<file path="src/rtl/if_stage_pkg.sv">
// Shared CPU definitions: fetch window, reset/handler vectors, exception codes.
// Imported by the fetch stage and by the control / CP0 blocks.
package if_stage_pkg;

  localparam logic [31:0] RESET_PC_C   = 32'h0000_3000;
  localparam logic [31:0] HANDLER_PC_C = 32'h0000_4180;
  localparam logic [31:0] IM_BASE_C    = 32'h0000_3000;
  localparam logic [31:0] IM_TOP_C     = 32'h0000_6FFC;

  typedef enum logic [4:0] {
    EXC_INT  = 5'd0,
    EXC_ADEL = 5'd4,
    EXC_RI   = 5'd10
  } exc_code_e;

  // Misaligned or outside the inclusive instruction-memory window.
  function automatic logic fetch_fault(input logic [31:0] pc,
                                       input logic [31:0] base,
                                       input logic [31:0] top);
    return (pc[1:0] != 2'b00) || (pc < base) || (pc > top);
  endfunction

endpackage

</file>
<file path="src/rtl/if_stage_if.sv">
// Fetch-stage bus: ID/CP0/hazard controls in, instruction memory port, IF/ID contents out.
// slave = the fetch stage itself, master = the surrounding pipeline.
interface if_stage_if;

  logic        Stall;
  logic        Req;
  logic        eret_ID;
  logic [1:0]  NPCOp_ID;
  logic [31:0] npcValue_ID;
  logic        isJump_ID;
  logic [31:0] EPC;
  logic [31:0] Instr_IF;
  logic [31:0] PC_IF;
  logic [31:0] Instr_ID;
  logic [31:0] PC_ID;
  logic [4:0]  ExcCode_ID;
  logic        BD_ID;

  modport master (
    output Stall, Req, eret_ID, NPCOp_ID, npcValue_ID, isJump_ID, EPC, Instr_IF,
    input  PC_IF, Instr_ID, PC_ID, ExcCode_ID, BD_ID
  );

  modport slave (
    input  Stall, Req, eret_ID, NPCOp_ID, npcValue_ID, isJump_ID, EPC, Instr_IF,
    output PC_IF, Instr_ID, PC_ID, ExcCode_ID, BD_ID
  );

endinterface

</file>
<file path="src/rtl/if_stage_if_id_reg.sv">
// IF/ID pipeline register: flush beats stall, stall beats eret, else load the fetch.
// One-cycle latency; stall holds every field.
module if_id_reg
  import if_stage_pkg::*;
#(
  parameter logic [31:0] RESET_PC   = RESET_PC_C,
  parameter logic [31:0] HANDLER_PC = HANDLER_PC_C
) (
  input  logic        clk,
  input  logic        reset,
  input  logic        stall,
  input  logic        flush,
  input  logic        eret,
  input  logic [31:0] epc,
  input  logic [31:0] instr_in,
  input  logic [31:0] pc_in,
  input  logic [4:0]  exc_in,
  input  logic        bd_in,
  output logic [31:0] instr_out,
  output logic [31:0] pc_out,
  output logic [4:0]  exc_out,
  output logic        bd_out
);

  logic [31:0] instr_d, instr_q;
  logic [31:0] pc_d, pc_q;
  logic [4:0]  exc_d, exc_q;
  logic        bd_d, bd_q;

  always_comb begin
    instr_d = instr_q;
    pc_d    = pc_q;
    exc_d   = exc_q;
    bd_d    = bd_q;
    if (flush) begin
      instr_d = 32'h0;
      pc_d    = HANDLER_PC;
      exc_d   = EXC_INT;
      bd_d    = 1'b0;
    end else if (stall) begin
      // hold
    end else if (eret) begin
      // eret has no delay slot: bubble tagged with the return address
      instr_d = 32'h0;
      pc_d    = epc;
      exc_d   = EXC_INT;
      bd_d    = 1'b0;
    end else begin
      instr_d = instr_in;
      pc_d    = pc_in;
      exc_d   = exc_in;
      bd_d    = bd_in;
    end
  end

  always_ff @(posedge clk or negedge reset) begin
    if (!reset) begin
      instr_q <= 32'h0;
      pc_q    <= RESET_PC;
      exc_q   <= EXC_INT;
      bd_q    <= 1'b0;
    end else begin
      instr_q <= instr_d;
      pc_q    <= pc_d;
      exc_q   <= exc_d;
      bd_q    <= bd_d;
    end
  end

  assign instr_out = instr_q;
  assign pc_out    = pc_q;
  assign exc_out   = exc_q;
  assign bd_out    = bd_q;

endmodule

</file>
<file path="src/rtl/if_stage.sv">
// Fetch stage: PC register with Req > eret > Stall > redirect > +4 priority, AdEL fetch check.
// PC_IF to Instr_ID/PC_ID is one cycle; Stall holds PC and IF/ID.
module if_stage
  import if_stage_pkg::*;
#(
  parameter logic [31:0] RESET_PC   = RESET_PC_C,
  parameter logic [31:0] HANDLER_PC = HANDLER_PC_C,
  parameter logic [31:0] IM_BASE    = IM_BASE_C,
  parameter logic [31:0] IM_TOP     = IM_TOP_C
) (
  input  logic       clk,
  input  logic       reset,
  if_stage_if.slave  bus
);

  logic [31:0] pc_d, pc_q;
  logic        fault;
  logic [31:0] fetch_instr;
  logic [4:0]  fetch_exc;
  logic [31:0] instr_id, pc_id;
  logic [4:0]  exc_id;
  logic        bd_id;

  always_comb begin
    pc_d = pc_q + 32'd4;
    if (bus.Req)                    pc_d = HANDLER_PC;
    else if (bus.eret_ID)           pc_d = bus.EPC;
    else if (bus.Stall)             pc_d = pc_q;
    else if (bus.NPCOp_ID != 2'd0)  pc_d = bus.npcValue_ID;
  end

  always_ff @(posedge clk or negedge reset) begin
    if (!reset) pc_q <= RESET_PC;
    else        pc_q <= pc_d;
  end

  // A faulting fetch only poisons the word; the handler is reached via Req from CP0.
  always_comb begin
    fault       = fetch_fault(pc_q, IM_BASE, IM_TOP);
    fetch_instr = fault ? 32'h0 : bus.Instr_IF;
    fetch_exc   = fault ? EXC_ADEL : EXC_INT;
  end

  if_id_reg #(
    .RESET_PC   (RESET_PC),
    .HANDLER_PC (HANDLER_PC)
  ) u_if_id_reg (
    .clk       (clk),
    .reset     (reset),
    .stall     (bus.Stall),
    .flush     (bus.Req),
    .eret      (bus.eret_ID),
    .epc       (bus.EPC),
    .instr_in  (fetch_instr),
    .pc_in     (pc_q),
    .exc_in    (fetch_exc),
    .bd_in     (bus.isJump_ID),
    .instr_out (instr_id),
    .pc_out    (pc_id),
    .exc_out   (exc_id),
    .bd_out    (bd_id)
  );

  assign bus.PC_IF      = pc_q;
  assign bus.Instr_ID   = instr_id;
  assign bus.PC_ID      = pc_id;
  assign bus.ExcCode_ID = exc_id;
  assign bus.BD_ID      = bd_id;

endmodule

</file>
<file path="src/flat_wrapper.sv">
// flat-port wrapper written by rule: the top's interface ports become plain ports
module if_stage_flat import if_stage_pkg::*;
#(
  parameter logic [31:0] RESET_PC   = RESET_PC_C,
  parameter logic [31:0] HANDLER_PC = HANDLER_PC_C,
  parameter logic [31:0] IM_BASE    = IM_BASE_C,
  parameter logic [31:0] IM_TOP     = IM_TOP_C
)
  (clk, reset, bus_Stall, bus_Req, bus_eret_ID, bus_NPCOp_ID, bus_npcValue_ID, bus_isJump_ID, bus_EPC, bus_Instr_IF, bus_PC_IF, bus_Instr_ID, bus_PC_ID, bus_ExcCode_ID, bus_BD_ID);
  if_stage_if bus_i ();
  input  logic clk;
  input  logic reset;
  input wire logic [$bits(bus_i.Stall)-1:0] bus_Stall;
  input wire logic [$bits(bus_i.Req)-1:0] bus_Req;
  input wire logic [$bits(bus_i.eret_ID)-1:0] bus_eret_ID;
  input wire logic [$bits(bus_i.NPCOp_ID)-1:0] bus_NPCOp_ID;
  input wire logic [$bits(bus_i.npcValue_ID)-1:0] bus_npcValue_ID;
  input wire logic [$bits(bus_i.isJump_ID)-1:0] bus_isJump_ID;
  input wire logic [$bits(bus_i.EPC)-1:0] bus_EPC;
  input wire logic [$bits(bus_i.Instr_IF)-1:0] bus_Instr_IF;
  output wire logic [$bits(bus_i.PC_IF)-1:0] bus_PC_IF;
  output wire logic [$bits(bus_i.Instr_ID)-1:0] bus_Instr_ID;
  output wire logic [$bits(bus_i.PC_ID)-1:0] bus_PC_ID;
  output wire logic [$bits(bus_i.ExcCode_ID)-1:0] bus_ExcCode_ID;
  output wire logic [$bits(bus_i.BD_ID)-1:0] bus_BD_ID;
  assign bus_i.Stall = bus_Stall;
  assign bus_i.Req = bus_Req;
  assign bus_i.eret_ID = bus_eret_ID;
  assign bus_i.NPCOp_ID = bus_NPCOp_ID;
  assign bus_i.npcValue_ID = bus_npcValue_ID;
  assign bus_i.isJump_ID = bus_isJump_ID;
  assign bus_i.EPC = bus_EPC;
  assign bus_i.Instr_IF = bus_Instr_IF;
  assign bus_PC_IF = bus_i.PC_IF;
  assign bus_Instr_ID = bus_i.Instr_ID;
  assign bus_PC_ID = bus_i.PC_ID;
  assign bus_ExcCode_ID = bus_i.ExcCode_ID;
  assign bus_BD_ID = bus_i.BD_ID;
  if_stage #(.RESET_PC(RESET_PC), .HANDLER_PC(HANDLER_PC), .IM_BASE(IM_BASE), .IM_TOP(IM_TOP)) u_core (.clk(clk), .reset(reset), .bus(bus_i));
endmodule
</file>
<file path="config.mk">
export PLATFORM = sky130hd
export DESIGN_NAME = if_stage_flat
export DESIGN_NICKNAME = d
export VERILOG_FILES = /design/src/rtl/if_stage_pkg.sv /design/src/rtl/if_stage_if.sv /design/src/rtl/if_stage_if_id_reg.sv /design/src/rtl/if_stage.sv /design/src/flat_wrapper.sv
export SDC_FILE = /design/constraint.sdc
export NUM_CORES = 1
export LEC_CHECK = 0
export ABC_AREA = 1
export CAP_MARGIN = 0
export CORE_MARGIN = 2
export CORE_UTILIZATION = 44
export DETAILED_ROUTE_END_ITERATION = 8
export GPL_TIMING_DRIVEN = 0
export PLACE_DENSITY = 0.88
export SETUP_SLACK_MARGIN = 0.4
export SLEW_MARGIN = 20
export SYNTH_ARGS = -nofsm -noshare
export SYNTH_HDL_FRONTEND = slang
export SYNTH_SLANG_ARGS = --single-unit
</file>
<file path="constraint.sdc">
create_clock -name clk -period 3.4 [get_ports clk]
set_clock_uncertainty 0.05 [all_clocks]
set_input_delay 0.68 -clock clk [delete_from_list [all_inputs] [get_ports clk]]
set_output_delay 0.68 -clock clk [all_outputs]
set_load 0.1 [all_outputs]
</file>
### After elaboration in Yosys (flattened, before gate mapping)

Index checks and enable logic that the tools add are counted.

* flip-flop bits (word level): 102
* bits in read-only memories: 0
* memory bits (writable): 0
* bits in latches: 0
* logic and storage cells: 32
* memories kept: 0

* shift operators: 0
* $lt $le $gt $ge: 2
* reduce and logical (&&, ||, !) cells: 4
* eq/ne operators: 2
* bitwise logic cells: 0
* add/subtract/negate cells: 1
* divide/modulo/power cells: 0
* muxes and demuxes: 18
* multiply operators: 0

Operators with widths (number)
* $mux W32: 11
* $add A32 B3 Y32 const B: 1
* $gt A32 B15 Y1 const B: 1
* $lt A32 B14 Y1 const B: 1
* $mux W5: 3
* $reduce_bool A2 Y1: 2
* $mux W1: 3
* $mux W3: 1
* $ne A3 B1 Y1 const B: 1
* $logic_or A1 B1 Y1: 2
* $ne A2 B1 Y1 const B: 1

### Logic depth before layout (Yosys ltp)

Gate-level depths: netlist of run 1.

* depth in word-level cells: 7
* depth in mapped cells: 11
* gate-level depth less buffers: 11

### Modules after synthesis

From an unflattened synthesis of run 1, not the netlist that was laid out.

* cells, all modules: 950
* area total of the unflattened synthesis: 6264.8 um^2

Modules (own cells, without submodules)
* if_stage: times used 1, area an instance 3145.5 um^2, cells an instance 541
* if_id_reg: times used 1, area an instance 3119.2 um^2, cells an instance 409

### Least setup slack after synthesis of run 1

No wires, ideal clock.

* path kind: register to register
* start: reg u_core.pc_q[3] (netlist: u_core.bus.PC_IF[3])
* end: reg u_core.pc_q[22] (netlist: u_core.bus.PC_IF[22])
* arrival: 2167 ps
* period minus slack after synthesis: 2337 ps
* required time: 3230 ps
* slack: 1063 ps
* cell stages (with the launch flop): 11
* cell sequence: dfrtp_1 > ha_1 > nand2_1 > nor2_1 > nand2_2 > nor2_2 > nand3_1 > nand3_1 > nand2_1 > nand2_1 > nand2_1

* longest elaborated chain between the ends: 5

RTL lines
* start, declared: line if_stage.sv:16 `logic [31:0] pc_d, pc_q;`
* start signal, assigned: line if_stage.sv:34 `else pc_q <= pc_d;`
* $add A32 B3 Y32: line if_stage.sv:25 `pc_d = pc_q + 32'd4;`
* $mux W32: line if_stage.sv:29 `else if (bus.NPCOp_ID != 2'd0) pc_d = bus.npcValue_ID;`
* $mux W32: line if_stage.sv:28 `else if (bus.Stall) pc_d = pc_q;`
* $mux W32: line if_stage.sv:27 `else if (bus.eret_ID) pc_d = bus.EPC;`
* $mux W32: line if_stage.sv:26 `if (bus.Req) pc_d = HANDLER_PC;`

No other way between the ends. The select of a mux whose other input is x is not followed.
A chain may end at the register's enable or synchronous reset.

### Worst setup path after layout of run 1

* start: reg u_core.pc_q[18] (netlist: u_core.bus.PC_IF[18])
* end: out bus_PC_IF[18]

RTL lines
* end, declared: line flat_wrapper.sv:21 `output wire logic [$bits(bus_i.PC_IF)-1:0] bus_PC_IF;`

No word-level cell between the ends.

==> results of run 1 <==
power by group through the flow:
stage | combinational [W] | sequential [W] | clock, W
final | 0.00107 | 0.00131 | 0.00109
after CTS | 0.00107 | 0.00131 | 0.00110
after global routing | 0.00113 | 0.00132 | 0.00114
after global placement | 0.00105 | 0.00133 | 0
after floorplan | 0.000253 | 0.00176 | 0
after detailed placement | 0.00106 | 0.00133 | 0
per-stage QoR:
stage               utilization  setup TNS (ps)  std cells  power (W)
global placement          0.625         -200770       1188    0.00238
floorplan                     -               0        817    0.00201
global route              0.652               0       1205    0.00359
CTS                       0.652               0       1205    0.00347
finish                    0.652               0       1205    0.00348
detailed placement        0.627               0       1189    0.00240
registers in the layout (all words and copies together), names as in the netlist:
register / count
u_core.u_if_id_reg.bd_out: 1
u_core.bus.PC_IF: 32
u_core.u_if_id_reg.pc_out: 32
u_core.u_if_id_reg.instr_out: 32
u_core.u_if_id_reg.exc_out: 1
kinds of logic (layout without fill, tap and decap cells):
family,after synthesis,after routing,share of synthesized area
XOR/XNOR,4,4,0.00621
other,1,4,0.000665
flip-flops,98,98,0.436
buffers and inverters,109,325,0.0821
adder cells (fa/ha/maj),1,1,0.00222
AO/OA/AOI/OAI,185,185,0.177
AND/OR/NAND/NOR,416,416,0.296
how the worst max path moves through the flow:
stage,start,endpoint,depth (start not counted)
after floorplan,u_core.bus.PC_IF[3],u_core.bus.PC_IF[22],10
after global placement,reset,u_core.u_if_id_reg.instr_out[13],1
after detailed placement,bus_Stall,u_core.bus.PC_IF[28],10
after CTS,u_core.bus.PC_IF[13],bus_PC_IF[13],1
after global routing,u_core.bus.PC_IF[13],bus_PC_IF[13],1
final,u_core.bus.PC_IF[18],bus_PC_IF[18],1
cell usage in the layout, fill, tap and decap left out, types with 20 or more instances in the layout:
cell,count
nand2_1,298
clkdlybuf4s50_1,198
o21ai_0,103
dfrtp_1,94
nor2_1,62
inv_1,61
a21oi_1,43
nand3_1,42
clkbuf_1,22
o21a_1,20
layout make-up:
type / instances / share of cell area
clock buffers: 10 / 0.0292
well taps: 172 / 0.0263
flip-flops and latches: 98 / 0.300
clock inverters: 6 / 0.00870
inverters: 66 / 0.0302
plain buffers: 43 / 0.0263
multi-input cells: 610 / 0.333
repair buffers: 200 / 0.247
layer usage:
layer  vias up  global-route usage  wire length [um]
li1       3041                   -                 -
met1      3004               0.421              8530
met2       321               0.486              9600
met3        46              0.0623              1850
met4         0               0.118               690
met5         -                   0                 0
==> flow_summary.ini, run 1 <==
[outcome]
status = finished, final reports clean

[final_layout]
area_delta_synth_final_pct = 45.4
nNetsFinal = 1133
final.fill_count = 1072
multi_input_area_um2 = 2730
design_area_um2 = 8190
antenna_cells = 0
drive_above_1_share = 0.0513
ff_latch_area_um2 = 2460

[placed_design]
dpl_cell_area_um2 = 7880
dp_worst_setup_slack_ps = 663
gp_congestion = 1.01
dpl.hpwl_um = 15500
portBuffers = 199

[timing]
holdWs_ps = 132
fin_crit_ps = 2870
min_period_over_period = 0.843
max_freq_ghz = 0.349
relSlewSlack = 0.303
worst_pin_slew_ps = 1040
grt_setup_unrepaired = false
report.final.setup_viol = 0
slew_violations = 0
hold_viol = 0
setup_slack_ps = 533

[detailed_routing]
drt_first_pass_iters = 5
drc = 0
drt-total-wl_um = 20700
drt_iter0_drc = 669
ant_nets = 0
avgViaCountPerCell = 5.32
num_vias = 6412
wl_per_cell_um = 17.1

[logic_synthesis]
ys_warn_count = 0
synth_edf_count = 0
async_reset_ff_frac = 1.00
ys_seq_elements = 98
synthTopCellsByArea = dfrtp_1, nand2_1, o21ai_0
synth_cells = 814
yosys.area.top_type = dfrtp_1
synth-main-ff-cell = dfrtp_1
synth_top_area_frac = 0.417
synth_area_um2 = 5640
synthDistinctLibCells = 34
yosysMostFrequentCell = nand2_1
syn_avg_cell_area_um2 = 6.92
yosys-top-cells-count = nand2_1, o21ai_0, dfrtp_1, nor2_1, inv_1
yosysSeqAreaShare = 0.436

[die]
io_pins = 206
rows = 41
die_x_um = 117
die_area_um2 = 13700
coreArea_um2 = 12600
start_util = 0.448
die_h_um = 117

[critical_path]
critPathCaptureType = primary output
reg2reg_depth = 10
reg2reg_slack_ps = 1320
worst_r2r_endpoint = u_core.bus.PC_IF[22]
reg2reg_from = u_core.bus.PC_IF[3]
cpLargestDelayFamily = buffers and inverters
worstPathMaxFanout = 7
worstPathArrival_ps = 2140
cpPeakStageDelay_ps = 1240
cpMaxStageDelayCell = clkdlybuf4s50_1
path_class = reg -> out
crit_chain = clkdlybuf4s50_1
start_kind = register
worst-path-buf-inv = 1
critPathRequiredTime_ps = 2670

[global_routing]
grt_pass1_wl_um = 32200
grt_pass1_vias = 6151
grt_max_degree = 78
overflow = 0
antenna_found_initial = 0
grt_usage = 0.308

[pwr]
power.density_nw_per_um2 = 425
seq_power_share = 0.378
swShare = 0.386
p_switching_w = 0.00134
clkPwrFrac = 0.314
max-vdd-ir-drop_mv = 0.254
p_leak_nw = 3.55
pwr-share-comb = 0.308
internal_power_w = 0.00214

[clocking]
cts_tree = built
post_cts_buffers = 0
htree_levels = 3
clockBufferDepth = 2
cts_root_buffer = clkbuf_16
clk-insertion-delay-late_ps = 350
clk_pin_slew_ps = 70
holdBufCountCts = 0
numCtsBuffers = 9
ctsResizeCount = 0
cts_sinks = 98

[hold_path]
holdCritPathClass = in -> async

[run]
cap_violations = 0
No activity file was read; power rests on OpenSTA's default activity.
==> run 2, diff against run 1 <==
- CORE_UTILIZATION: 44 -> 41
- PLACE_DENSITY: 0.88 -> 0.87
- clock period: 3.4 -> 2.5 ns (I/O delays scaled with it)
==> flow_summary.ini, run 2 (synthesis gave the netlist of run 1 again) <==
[placed_design]
dpl.hpwl_um = 15900
gp_congestion = 0.972
dpl_cell_area_um2 = 7900
dp_worst_setup_slack_ps = -112
portBuffers = 199

[die]
die_h_um = 121
io_pins = 206
start_util = 0.422
coreArea_um2 = 13300
die_area_um2 = 14700
die_x_um = 121
rows = 42

[critical_path]
cpPeakStageDelay_ps = 830
cpMaxStageDelayCell = clkdlybuf4s15_1
cpLargestDelayFamily = buffers and inverters
critPathRequiredTime_ps = 1950
worst-path-buf-inv = 1
start_kind = register
critPathCaptureType = primary output
worstPathArrival_ps = 1540
worstPathMaxFanout = 2
crit_chain = clkdlybuf4s15_1
path_class = reg -> out

[clocking]
clk-insertion-delay-late_ps = 350
cts_tree = built
cts_sinks = 98
numCtsBuffers = 9
htree_levels = 3
cts_root_buffer = clkbuf_16
clockBufferDepth = 2
clk_pin_slew_ps = 70

[final_layout]
nNetsFinal = 1135
design_area_um2 = 8090
layout_commonest_cell = nand2_1
final_cell_mix = nand2_1, o21ai_0, clkdlybuf4s50_1
final_util = 0.606
area_delta_synth_final_pct = 43.5
drive_above_1_share = 0.143

[global_routing]
grt_max_degree = 71
antenna_found_initial = 1
grt_pass1_wl_um = 32400
grt_usage = 0.285
overflow = 0
grt_pass1_vias = 6075

[timing]
relSlewSlack = 0.359
worst_pin_slew_ps = 966
setup_slack_ps = 411
hold_viol = 0
report.final.setup_viol = 0
grt_setup_unrepaired = false
min_period_over_period = 0.836
final.setup.tns_ps = 0
slew_violations = 0
fin_crit_ps = 2090
max_freq_ghz = 0.479

[detailed_routing]
wl_per_cell_um = 17.4
avgViaCountPerCell = 5.30
drt-total-wl_um = 21100
drt_first_pass_iters = 5
drc = 0
met2WireLength_um = 9870
met1Wirelength_um = 9150
ant_nets = 0
drt_iter0_drc = 716
wl_met3_um = 1620
num_vias = 6426
highest_layer = met4

[pwr]
power.density_nw_per_um2 = 577
clkPwrFrac = 0.312
internal_power_w = 0.00287
p_leak_nw = 3.64
seq_power_share = 0.383
max-vdd-ir-drop_mv = 0.440
swShare = 0.386
pwr-share-comb = 0.305
p_switching_w = 0.00181

[outcome]
status = finished, final reports clean

[run]
cap_violations = 0

[hold_path]
holdCritPathClass = reg -> reg
## run 2: tightest hold or removal path: stages (launching register included)
cell and delay (ps):
dfrtp_1 340, nand2_1 50, o21ai_0 60
## run 2: metrics by stage
stage                     hold WS (ps)  cells  total power, W
after global routing               457   1212         0.00482
after floorplan                    154    817         0.00274
after CTS                          436   1211         0.00467
after global placement             416   1192         0.00325
after detailed placement           353   1193         0.00326
final                              435   1212         0.00467
## run 2: worst paths after layout
check	startpoint	end	slack (ps)	cells after the start
hold / removal	u_core.u_if_id_reg.instr_out[6]	u_core.u_if_id_reg.instr_out[6]	430	2
setup reg to reg	u_core.bus.PC_IF[31]	u_core.u_if_id_reg.instr_out[0]	560	6
hold reg to reg	u_core.u_if_id_reg.instr_out[6]	u_core.u_if_id_reg.instr_out[6]	430	2
max in group asynchronous	reset	u_core.bus.PC_IF[12]	1170	3
min in group asynchronous	reset	u_core.u_if_id_reg.pc_out[29]	550	2
setup / recovery	u_core.u_if_id_reg.pc_out[8]	bus_PC_ID[8]	410	1
## run 2: per-layer routing
layer  global-route usage  vias to the layer above
met5                    0                        -
met4                0.101                        0
met3               0.0371                       31
met2                0.454                      327
met1                0.401                     3013
li1                     -                     3055
## run 2: timing repair
action | 4_1_cts | 5_1_grt
pin swaps | 1 | 0
resized for setup | 238 | 48
hold buffers | 1 | 0
setup buffers | 1 | 0
hold endpoints to repair | 27 | 0
setup endpoints to repair | 124 | 73
## run 2: area by class of cell
class | instances | area, um^2
Antenna cell | 1 | 2.50
Buffer | 43 | 216
Multi-Input combinational cell | 610 | 2730
Sequential cell | 98 | 2470
Tap cell | 176 | 220
Fill cell | 1222 | 5260
Inverter | 66 | 248
Clock buffer | 11 | 243
Timing Repair Buffer | 202 | 1900
Clock inverter | 5 | 60.1
## run 2: power by group through the flow
stage / Clock (W) / Sequential (W) / Combinational (W)
after floorplan: 0 / 0.00239 / 0.000344
after global placement: 0 / 0.00181 / 0.00143
after detailed placement: 0 / 0.00181 / 0.00145
after CTS: 0.00146 / 0.00179 / 0.00143
after global routing: 0.00153 / 0.00180 / 0.00150
final: 0.00146 / 0.00179 / 0.00143
